[src/rtl/bid_pkg.sv]
// Shared definitions for the N-bidder auction controller: opcodes, FSM states,
// host and per-bidder error codes, and reset values of the config registers.
package bid_pkg;

    typedef enum logic [3:0] {
        OP_NOP         = 4'd0,
        OP_UNLOCK      = 4'd1,
        OP_LOCK        = 4'd2,
        OP_LOADBAL     = 4'd3,
        OP_SETMASK     = 4'd4,
        OP_SETTIMER    = 4'd5,
        OP_BIDCHARGE   = 4'd6,
        OP_SETROUNDLEN = 4'd7
    } op_e;

    typedef enum logic [2:0] {
        ST_UNLOCKED,
        ST_LOCKED,
        ST_LOCKOUT,
        ST_ACTIVE,
        ST_OVER
    } state_e;

    localparam logic [2:0] ERR_OK       = 3'b000;
    localparam logic [2:0] ERR_BADKEY   = 3'b001;
    localparam logic [2:0] ERR_UNLOCKED = 3'b010;
    localparam logic [2:0] ERR_START    = 3'b011;
    localparam logic [2:0] ERR_INVOP    = 3'b100;

    localparam logic [1:0] BE_OK       = 2'b00;
    localparam logic [1:0] BE_INACTIVE = 2'b01;
    localparam logic [1:0] BE_FUNDS    = 2'b10;
    localparam logic [1:0] BE_REJECT   = 2'b11;

    localparam logic [3:0] RST_TIMER = 4'd15;

endpackage

[src/rtl/bid_arbiter_n_lane.sv]
// One bidder lane: in-round scratch balance, bid total and accumulated charges,
// plus the accept/reject decision for that bidder's bid or retract strobe.
module bid_lane
    import bid_pkg::*;
#(
    parameter int AW = 16,
    parameter int BW = 32
) (
    input  logic          clk,
    input  logic          reset,
    input  logic          i_load,
    input  logic          i_active,
    input  logic          i_mask,
    input  logic          i_bid,
    input  logic          i_retract,
    input  logic [AW-1:0] i_amt,
    input  logic [BW-1:0] i_cost,
    input  logic [BW-1:0] i_bal,
    output logic [BW-1:0] o_tmp_nxt,
    output logic [BW-1:0] o_tot_nxt,
    output logic [BW-1:0] o_chg_nxt,
    output logic          o_ack_nxt,
    output logic [1:0]    o_berr_nxt
);

    logic [BW-1:0] r_tmp;
    logic [BW-1:0] r_tot;
    logic [BW-1:0] r_chg;
    logic [BW-1:0] w_tmp;
    logic [BW-1:0] w_tot;
    logic [BW-1:0] w_chg;
    logic          w_ack;
    logic [1:0]    w_berr;
    logic [BW-1:0] w_amt;
    logic [BW:0]   w_need;
    logic          w_bid_ok;
    logic          w_ret_ok;

    // Sum carried one bit wider so a large charge cannot wrap and pass the check.
    assign w_amt    = BW'(i_amt);
    assign w_need   = {1'b0, w_amt} + {1'b0, i_cost};
    assign w_bid_ok = ({1'b0, r_tmp} >= w_need);
    assign w_ret_ok = (r_tot >= w_amt) && (r_tmp >= i_cost);

    always_comb begin
        w_tmp  = r_tmp;
        w_tot  = r_tot;
        w_chg  = r_chg;
        w_ack  = 1'b0;
        w_berr = BE_OK;
        if (i_active) begin
            if (i_bid || i_retract) begin
                if (!i_mask || (i_bid && i_retract)) begin
                    w_berr = BE_REJECT;
                end else if (i_bid) begin
                    if (w_bid_ok) begin
                        w_ack = 1'b1;
                        w_tot = r_tot + w_amt;
                        w_chg = r_chg + i_cost;
                        w_tmp = r_tmp - w_amt - i_cost;
                    end else begin
                        w_berr = BE_FUNDS;
                    end
                end else begin
                    if (w_ret_ok) begin
                        w_tot = r_tot - w_amt;
                        w_chg = r_chg + i_cost;
                        w_tmp = r_tmp + w_amt - i_cost;
                    end else begin
                        w_berr = BE_FUNDS;
                    end
                end
            end
        end else begin
            if (i_bid || i_retract) begin
                w_berr = BE_INACTIVE;
            end
            if (i_load) begin
                w_tmp = i_bal;
                w_tot = '0;
                w_chg = '0;
            end
        end
    end

    always_ff @(posedge clk) begin
        if (reset) begin
            r_tmp <= '0;
            r_tot <= '0;
            r_chg <= '0;
        end else begin
            r_tmp <= w_tmp;
            r_tot <= w_tot;
            r_chg <= w_chg;
        end
    end

    assign o_tmp_nxt  = w_tmp;
    assign o_tot_nxt  = w_tot;
    assign o_chg_nxt  = w_chg;
    assign o_ack_nxt  = w_ack;
    assign o_berr_nxt = w_berr;

endmodule

[src/rtl/bid_arbiter_n.sv]
// N-bidder auction controller: host command FSM, config registers, committed
// balances and the end-of-round winner selection across the bidder lanes.
module bid_arbiter_n
    import bid_pkg::*;
#(
    parameter int N  = 4,
    parameter int AW = 16,
    parameter int BW = 32,
    parameter int IW = $clog2(N)
) (
    input  logic            clk,
    input  logic            reset,
    input  logic [3:0]      C_op,
    input  logic [31:0]     C_data,
    input  logic [IW-1:0]   C_idx,
    input  logic            C_start,
    input  logic [N-1:0]    bid,
    input  logic [N-1:0]    retract,
    input  logic [N*AW-1:0] bid_amt,
    output logic [N-1:0]    ack,
    output logic [2*N-1:0]  bid_err,
    output logic [N*BW-1:0] balance,
    output logic [N-1:0]    win,
    output logic            ready,
    output logic [2:0]      err,
    output logic            round_over,
    output logic [BW-1:0]   max_bid
);

    state_e        r_state;
    state_e        w_state_nxt;
    op_e           w_op;

    logic [31:0]   r_key;
    logic [31:0]   w_key_nxt;
    logic [N-1:0]  r_mask;
    logic [N-1:0]  w_mask_nxt;
    logic [3:0]    r_timer;
    logic [3:0]    w_timer_nxt;
    logic [3:0]    r_lcnt;
    logic [3:0]    w_lcnt_nxt;
    logic [BW-1:0] r_cost;
    logic [BW-1:0] w_cost_nxt;
    logic [31:0]   r_rlen;
    logic [31:0]   w_rlen_nxt;
    logic [31:0]   r_rcnt;
    logic [31:0]   w_rcnt_nxt;
    logic [2:0]    w_err_nxt;
    logic          w_bal_we;
    logic          w_start;
    logic          w_finish;
    logic          w_active;
    logic [BW-1:0] w_data_bw;

    logic [BW-1:0] r_bal [N];
    logic [BW-1:0] w_tmp_nxt [N];
    logic [BW-1:0] w_tot_nxt [N];
    logic [BW-1:0] w_chg_nxt [N];
    logic [1:0]    w_berr_nxt [N];
    logic [N-1:0]  w_ack_nxt;

    logic [BW-1:0] w_best;
    logic [IW-1:0] w_widx;
    logic          w_found;
    logic [N-1:0]  w_win_oh;

    logic [N-1:0]   r_ack;
    logic [2*N-1:0] r_berr;
    logic [N-1:0]   r_win;
    logic           r_ready;
    logic [2:0]     r_err;
    logic           r_round_over;
    logic [BW-1:0]  r_max_bid;

    assign w_op      = op_e'(C_op);
    assign w_data_bw = BW'(C_data);
    assign w_active  = (r_state == ST_ACTIVE);

    genvar g;
    generate
        for (g = 0; g < N; g++) begin : g_lane
            bid_lane #(
                .AW(AW),
                .BW(BW)
            ) u_lane (
                .clk       (clk),
                .reset     (reset),
                .i_load    (w_start),
                .i_active  (w_active),
                .i_mask    (r_mask[g]),
                .i_bid     (bid[g]),
                .i_retract (retract[g]),
                .i_amt     (bid_amt[g*AW +: AW]),
                .i_cost    (r_cost),
                .i_bal     (r_bal[g]),
                .o_tmp_nxt (w_tmp_nxt[g]),
                .o_tot_nxt (w_tot_nxt[g]),
                .o_chg_nxt (w_chg_nxt[g]),
                .o_ack_nxt (w_ack_nxt[g]),
                .o_berr_nxt(w_berr_nxt[g])
            );
            assign balance[g*BW +: BW] = r_bal[g];
        end
    endgenerate

    always_comb begin
        w_state_nxt = r_state;
        w_err_nxt   = ERR_OK;
        w_key_nxt   = r_key;
        w_mask_nxt  = r_mask;
        w_timer_nxt = r_timer;
        w_cost_nxt  = r_cost;
        w_rlen_nxt  = r_rlen;
        w_lcnt_nxt  = r_lcnt;
        w_rcnt_nxt  = r_rcnt;
        w_bal_we    = 1'b0;
        w_start     = 1'b0;
        w_finish    = 1'b0;
        case (r_state)
            ST_UNLOCKED: begin
                if (C_start) begin
                    w_err_nxt = ERR_START;
                end else begin
                    case (w_op)
                        OP_NOP:         ;
                        OP_UNLOCK:      w_err_nxt = ERR_UNLOCKED;
                        OP_LOCK: begin
                            w_key_nxt   = C_data;
                            w_state_nxt = ST_LOCKED;
                        end
                        OP_LOADBAL: begin
                            if (int'(C_idx) < N) w_bal_we = 1'b1;
                            else                 w_err_nxt = ERR_INVOP;
                        end
                        OP_SETMASK:     w_mask_nxt  = C_data[N-1:0];
                        OP_SETTIMER:    w_timer_nxt = C_data[3:0];
                        OP_BIDCHARGE:   w_cost_nxt  = w_data_bw;
                        OP_SETROUNDLEN: w_rlen_nxt  = C_data;
                        default:        w_err_nxt   = ERR_INVOP;
                    endcase
                end
            end
            // OVER shares the LOCKED command rules; a rejected opcode drops it back to LOCKED.
            ST_LOCKED, ST_OVER: begin
                if (C_start) begin
                    w_start     = 1'b1;
                    w_rcnt_nxt  = '0;
                    w_state_nxt = ST_ACTIVE;
                end else if (w_op == OP_UNLOCK) begin
                    if (C_data == r_key) begin
                        w_state_nxt = ST_UNLOCKED;
                    end else begin
                        w_err_nxt   = ERR_BADKEY;
                        w_lcnt_nxt  = r_timer;
                        w_state_nxt = ST_LOCKOUT;
                    end
                end else if (w_op != OP_NOP) begin
                    w_err_nxt   = ERR_INVOP;
                    w_state_nxt = ST_LOCKED;
                end
            end
            ST_LOCKOUT: begin
                w_err_nxt = ERR_BADKEY;
                if (r_lcnt <= 4'd1) w_state_nxt = ST_LOCKED;
                else                w_lcnt_nxt  = r_lcnt - 4'd1;
            end
            ST_ACTIVE: begin
                w_rcnt_nxt = r_rcnt + 32'd1;
                if ((bid & retract) != '0) w_err_nxt = ERR_INVOP;
                if (!C_start || ((r_rlen != '0) && (r_rcnt == r_rlen - 32'd1))) begin
                    w_finish    = 1'b1;
                    w_state_nxt = ST_OVER;
                end
            end
            default: w_state_nxt = ST_UNLOCKED;
        endcase
    end

    // Winner is chosen from the post-update totals so a bid in the last cycle counts.
    always_comb begin
        w_best   = '0;
        w_widx   = '0;
        w_found  = 1'b0;
        w_win_oh = '0;
        for (int unsigned i = 0; i < N; i++) begin
            if (w_tot_nxt[i] > w_best) begin
                w_best  = w_tot_nxt[i];
                w_widx  = IW'(i);
                w_found = 1'b1;
            end
        end
        for (int unsigned i = 0; i < N; i++) begin
            if (w_found && (w_widx == IW'(i))) w_win_oh[i] = 1'b1;
        end
    end

    always_ff @(posedge clk) begin
        if (reset) r_state <= ST_UNLOCKED;
        else       r_state <= w_state_nxt;
    end

    always_ff @(posedge clk) begin
        if (reset) begin
            r_key        <= '0;
            r_mask       <= '1;
            r_timer      <= RST_TIMER;
            r_lcnt       <= '0;
            r_cost       <= BW'(1);
            r_rlen       <= '0;
            r_rcnt       <= '0;
            r_ack        <= '0;
            r_berr       <= '0;
            r_win        <= '0;
            r_ready      <= 1'b0;
            r_err        <= ERR_OK;
            r_round_over <= 1'b0;
            r_max_bid    <= '0;
            for (int unsigned i = 0; i < N; i++) r_bal[i] <= '0;
        end else begin
            r_key        <= w_key_nxt;
            r_mask       <= w_mask_nxt;
            r_timer      <= w_timer_nxt;
            r_lcnt       <= w_lcnt_nxt;
            r_cost       <= w_cost_nxt;
            r_rlen       <= w_rlen_nxt;
            r_rcnt       <= w_rcnt_nxt;
            r_ack        <= w_ack_nxt;
            r_err        <= w_err_nxt;
            r_ready      <= (w_state_nxt != ST_LOCKOUT);
            r_round_over <= (w_state_nxt == ST_OVER);
            if (w_finish) begin
                r_win     <= w_win_oh;
                r_max_bid <= w_best;
            end else if (w_state_nxt != ST_OVER) begin
                r_win     <= '0;
                r_max_bid <= '0;
            end
            for (int unsigned i = 0; i < N; i++) begin
                r_berr[2*i +: 2] <= w_berr_nxt[i];
                if (w_finish) begin
                    r_bal[i] <= w_win_oh[i] ? w_tmp_nxt[i] : (r_bal[i] - w_chg_nxt[i]);
                end else if (w_bal_we && (C_idx == IW'(i))) begin
                    r_bal[i] <= w_data_bw;
                end
            end
        end
    end

    assign ack        = r_ack;
    assign bid_err    = r_berr;
    assign win        = r_win;
    assign ready      = r_ready;
    assign err        = r_err;
    assign round_over = r_round_over;
    assign max_bid    = r_max_bid;

endmodule
[config.mk]
export PLATFORM = sky130hd
export DESIGN_NAME = bid_arbiter_n
export DESIGN_NICKNAME = d
export VERILOG_FILES = /design/src/rtl/bid_pkg.sv /design/src/rtl/bid_arbiter_n_lane.sv /design/src/rtl/bid_arbiter_n.sv
export SDC_FILE = /design/constraint.sdc
export NUM_CORES = 2
export LEC_CHECK = 0
export ABC_AREA = 0
export BUFFER_PORTS_ARGS = -buffer_cell sky130_fd_sc_hd__buf_4
export CAP_MARGIN = 25
export CORE_MARGIN = 2
export CORE_UTILIZATION = 35
export CTS_CLUSTER_DIAMETER = 40
export DETAILED_ROUTE_END_ITERATION = 16
export PLACE_DENSITY = 0.5
export SETUP_SLACK_MARGIN = 0.05
export SYNTH_ARGS = -nofsm -noshare
export SYNTH_HDL_FRONTEND = slang
export SYNTH_SLANG_ARGS = --single-unit
[constraint.sdc]
create_clock -name clk -period 18.2 [get_ports clk]
set_input_delay 1.82 -clock clk [delete_from_list [all_inputs] [get_ports clk]]
set_output_delay 1.82 -clock clk [all_outputs]
set_load 0.03 [all_outputs]
==> impl_metrics.toml <==
[timing]
max_slew.worst_pin.slew_ps = 1180
achievable-frequency_mhz = 63.89
maxSlewHeadroom = 0.2123
rsz_0062_raised_after_global_routing = "false"
hold_viol_final = 0
setup_viol = 0
clock_skew_ps = 64.79
final_min_period_over_clock_period = 0.8601
setup_total_negative_slack_ps = 0
setup_ws_ps = 2547
worst_hold_slack_ps = 458.5
layout_min_cycle_time_ps = 15650
final_max_slew_viol_count = 0

[power_and_ir_drop]
switching_fraction_of_total_power = 0.4377
p_seq_frac = 0.178
static-leakage-power_nw = 42.55
power_per_cell_area_mw_per_mm2 = 108.1
ir_drop_v = 0.00009131
power.total_mw = 10.41
power_report.internal_total_mw = 5.854
clock_power_share = 0.337
comb_power_share = 0.485
total_switching_power_mw = 4.557

[critical_path]
crit_buf_inv = 9
critical_path_required_ps = 18770
critical-path-max-stage-delay_ps = 880
worst_path_max_delay_cell = "sky130_fd_sc_hd__dfxtp_2"
timing.critical_path.max_delay_family = "compound AO/OA/AOI/OAI gates"
critical_path.most_common_cell = "sky130_fd_sc_hd__o21ai_0"
cp_max_fo = 33
worstSetupPathType = "register to register"
worst_ep_arrival_time_ps = 16220
setup.worst_path.start_class = "register"
crit_path_end_kind = "register"

[floorplan]
top_level_ports = 294
floorplan.initialDensity = 0.3524
placeableCoreArea_mm2 = 0.2330
total_number_of_placement_rows = 177
die_w_um = 488.3
dieHeight_um = 488.3
floorplan.die_area_mm2 = 0.2385

[logic_synthesis]
synth_enable_flop_cells = 128
synth_top_cell_by_area = "sky130_fd_sc_hd__ha_1"
synthesis.area_per_instance_um2 = 7.759
dominantRegCellSynth = "sky130_fd_sc_hd__dfxtp_1"
ys_warn_count = 0
seq_area_frac_synth = 0.1882
share_of_async_settable_or_async_resettable_flops_after_synthesis = 0
post_synth_inst_count = 10580
synth_fp_nets = 12060
post_synth_main_area_contributors = "sky130_fd_sc_hd__ha_1, sky130_fd_sc_hd__dfxtp_1, sky130_fd_sc_hd__nor2_1"
ys_seq_elements = 708
yosys.area.top_type_share = 0.1798
netlist_area_mm2 = 0.08210
synthDistinctLibCells = 102

[final_layout]
postLayoutCellArea_mm2 = 0.09634
share_of_final_layout_standard_cells_stronger_than_drive_strength_1 = 0.1067
finish.utilization = 0.4135
final-instance-count-excl-fill = 14290
mostFrequentLayoutCells = "sky130_fd_sc_hd__ha_1, sky130_fd_sc_hd__nor2_1, sky130_fd_sc_hd__nand2_1, sky130_fd_sc_hd__inv_1, sky130_fd_sc_hd__a21oi_1"
layout-area-overhead-vs-synth_pct = 17.34
mostFrequentLayoutCell = "sky130_fd_sc_hd__ha_1"
finalNetCount = 12460

[grt]
global_route.overflow_total = 0
number_of_antenna_violations_at_the_first_check_in_global_routing = 48
global_route_wire_length_before_repair_um = 599900
via_count_of_the_first_global_routing_pass = 80680
globalRouteTotalUtil = 0.3502
largest_net_degree_at_the_start_of_global_routing = 155

[outcome]
status = "completed"

[placement]
place.port_buffers = 293
placement.cell_area_mm2 = 0.08972
place.detailed.hpwl_um = 332800
dp_cells = 13930
gp_congestion = 1.043
preCtsSetupSlack_ps = 2411

[detailed_routing]
number_of_search_and_repair_iterations_in_the_first_detailed_routing_pass = 9
drt_iter0_drc = 9899
drt-vias-per-instance = 6.013
route.antenna.remaining_nets = 0
drcViolationCount = 0
routed_wirelength_um = 432300
num_vias = 85920
post_drt_wl_per_cell_um = 30.25

[cts]
cts_tree = "built"
post_cts_buffers = 0
cts-htree-levels = 4
cts_buffers = 181
clockBufferDepth = 3
post_cts_resize_count = 0
clk_latency_ps = 880
clock_tree.root_cell = "sky130_fd_sc_hd__clkbuf_16"
clk_transition_reported_paths_ps = 40
cts_hold_buffers = 0
clkSinkCount = 708

[min_path]
holdCritPathClass = "register to register"

[flow_run]
maxCapViolCount = 0
## sequential cells by signal, summed over array words and instances (netlist names), 3 cells and up
name	count
r_key	32
g_lane.u_lane.r_tot	128
err	3
win	4
r_rlen	32
r_mask	4
r_rcnt	32
bid_err	8
max_bid	32
ack	4
g_lane.u_lane.r_tmp	128
r_bal	128
r_timer	4
g_lane.u_lane.r_chg	128
r_cost	32
r_lcnt	4
r_state	3
## path summary, 6_finish.rpt
check	startpoint	to	slack, ps	depth (start not counted)
hold / removal	win[1]	win[1]	460	2
setup / recovery	r_cost[1]	r_bal[0][21]	2550	71
hold reg to reg	win[1]	win[1]	460	2
setup reg to reg	r_cost[1]	r_bal[0][21]	2550	71
## power groups by stage
stage | clock, mW | combinational, mW | sequential, mW
finish | 3.51 | 5.05 | 1.85
CTS | 3.54 | 4.92 | 1.85
global placement | 0 | 4.87 | 1.88
floorplan | 0 | 3.21 | 1.82
detailed placement | 0 | 4.89 | 1.88
global route | 3.61 | 5.41 | 1.86
## cells by family after synthesis
group | after synthesis | synth area share
simple gates | 3328 | 0.1905
buf+inv | 1298 | 0.06041
flops | 708 | 0.1882
xor+xnor | 626 | 0.06695
fa+ha+maj | 1364 | 0.2247
compound gates | 3109 | 0.2504
mux | 149 | 0.01878
## cell usage after synthesis, drive strengths merged, types with 20 or more instances
cell type  instances
o22ai             77
o21ai            599
and3              89
buf               62
nor2b            115
mux2              40
dfxtp            580
a21boi            37
or4               25
or3               88
nand4            112
inv              864
a31oi            191
fa               184
o221ai            75
or2               59
ha              1180
nor2            1041
and2             126
nand3            241
nor3             235
o21bai            81
a211o             31
o21a             137
xor2             205
a22o              83
mux2i            109
o41ai             21
edfxtp           128
nand2            904
a21o             280
xnor2            420
a32oi             20
a221oi           102
a211oi            97
a21oi            775
o211ai            84
nor4              73
clkbuf           369
a221o             43
o31a              25
a22oi             91
nand2b           142
o31ai             57
## worst reg2reg max path, delay by kind of cell, from the launching register on
kind	cells	cell delay, ps
flip-flops	1	880
adder cells (fa/ha/maj)	5	1660
AO/OA/AOI/OAI	42	8820
buffers and inverters	9	1560
AND/OR/NAND/NOR	13	2050
XOR/XNOR	1	190
multiplexers	1	190
## routing by layer
metal,vias up,share of wire,track usage
met3,976,0.089,0.07370
met5,-,0.00012,0
li1,38910,-,-
met2,4143,0.43,0.5344
met1,41880,0.41,0.4493
met4,8,0.072,0.2178
## final cells by class
type	instances	area [um^2]
Antenna cell	15	37.54
Clock buffer	214	4850
Clock inverter	125	1702
Fill cell	23900	136600
Inverter	867	3257
Multi-Input combinational cell	8576	61960
Sequential cell	708	15480
Tap cell	3132	3919
Timing Repair Buffer	651	5135
(Power assumes the default switching activity.)
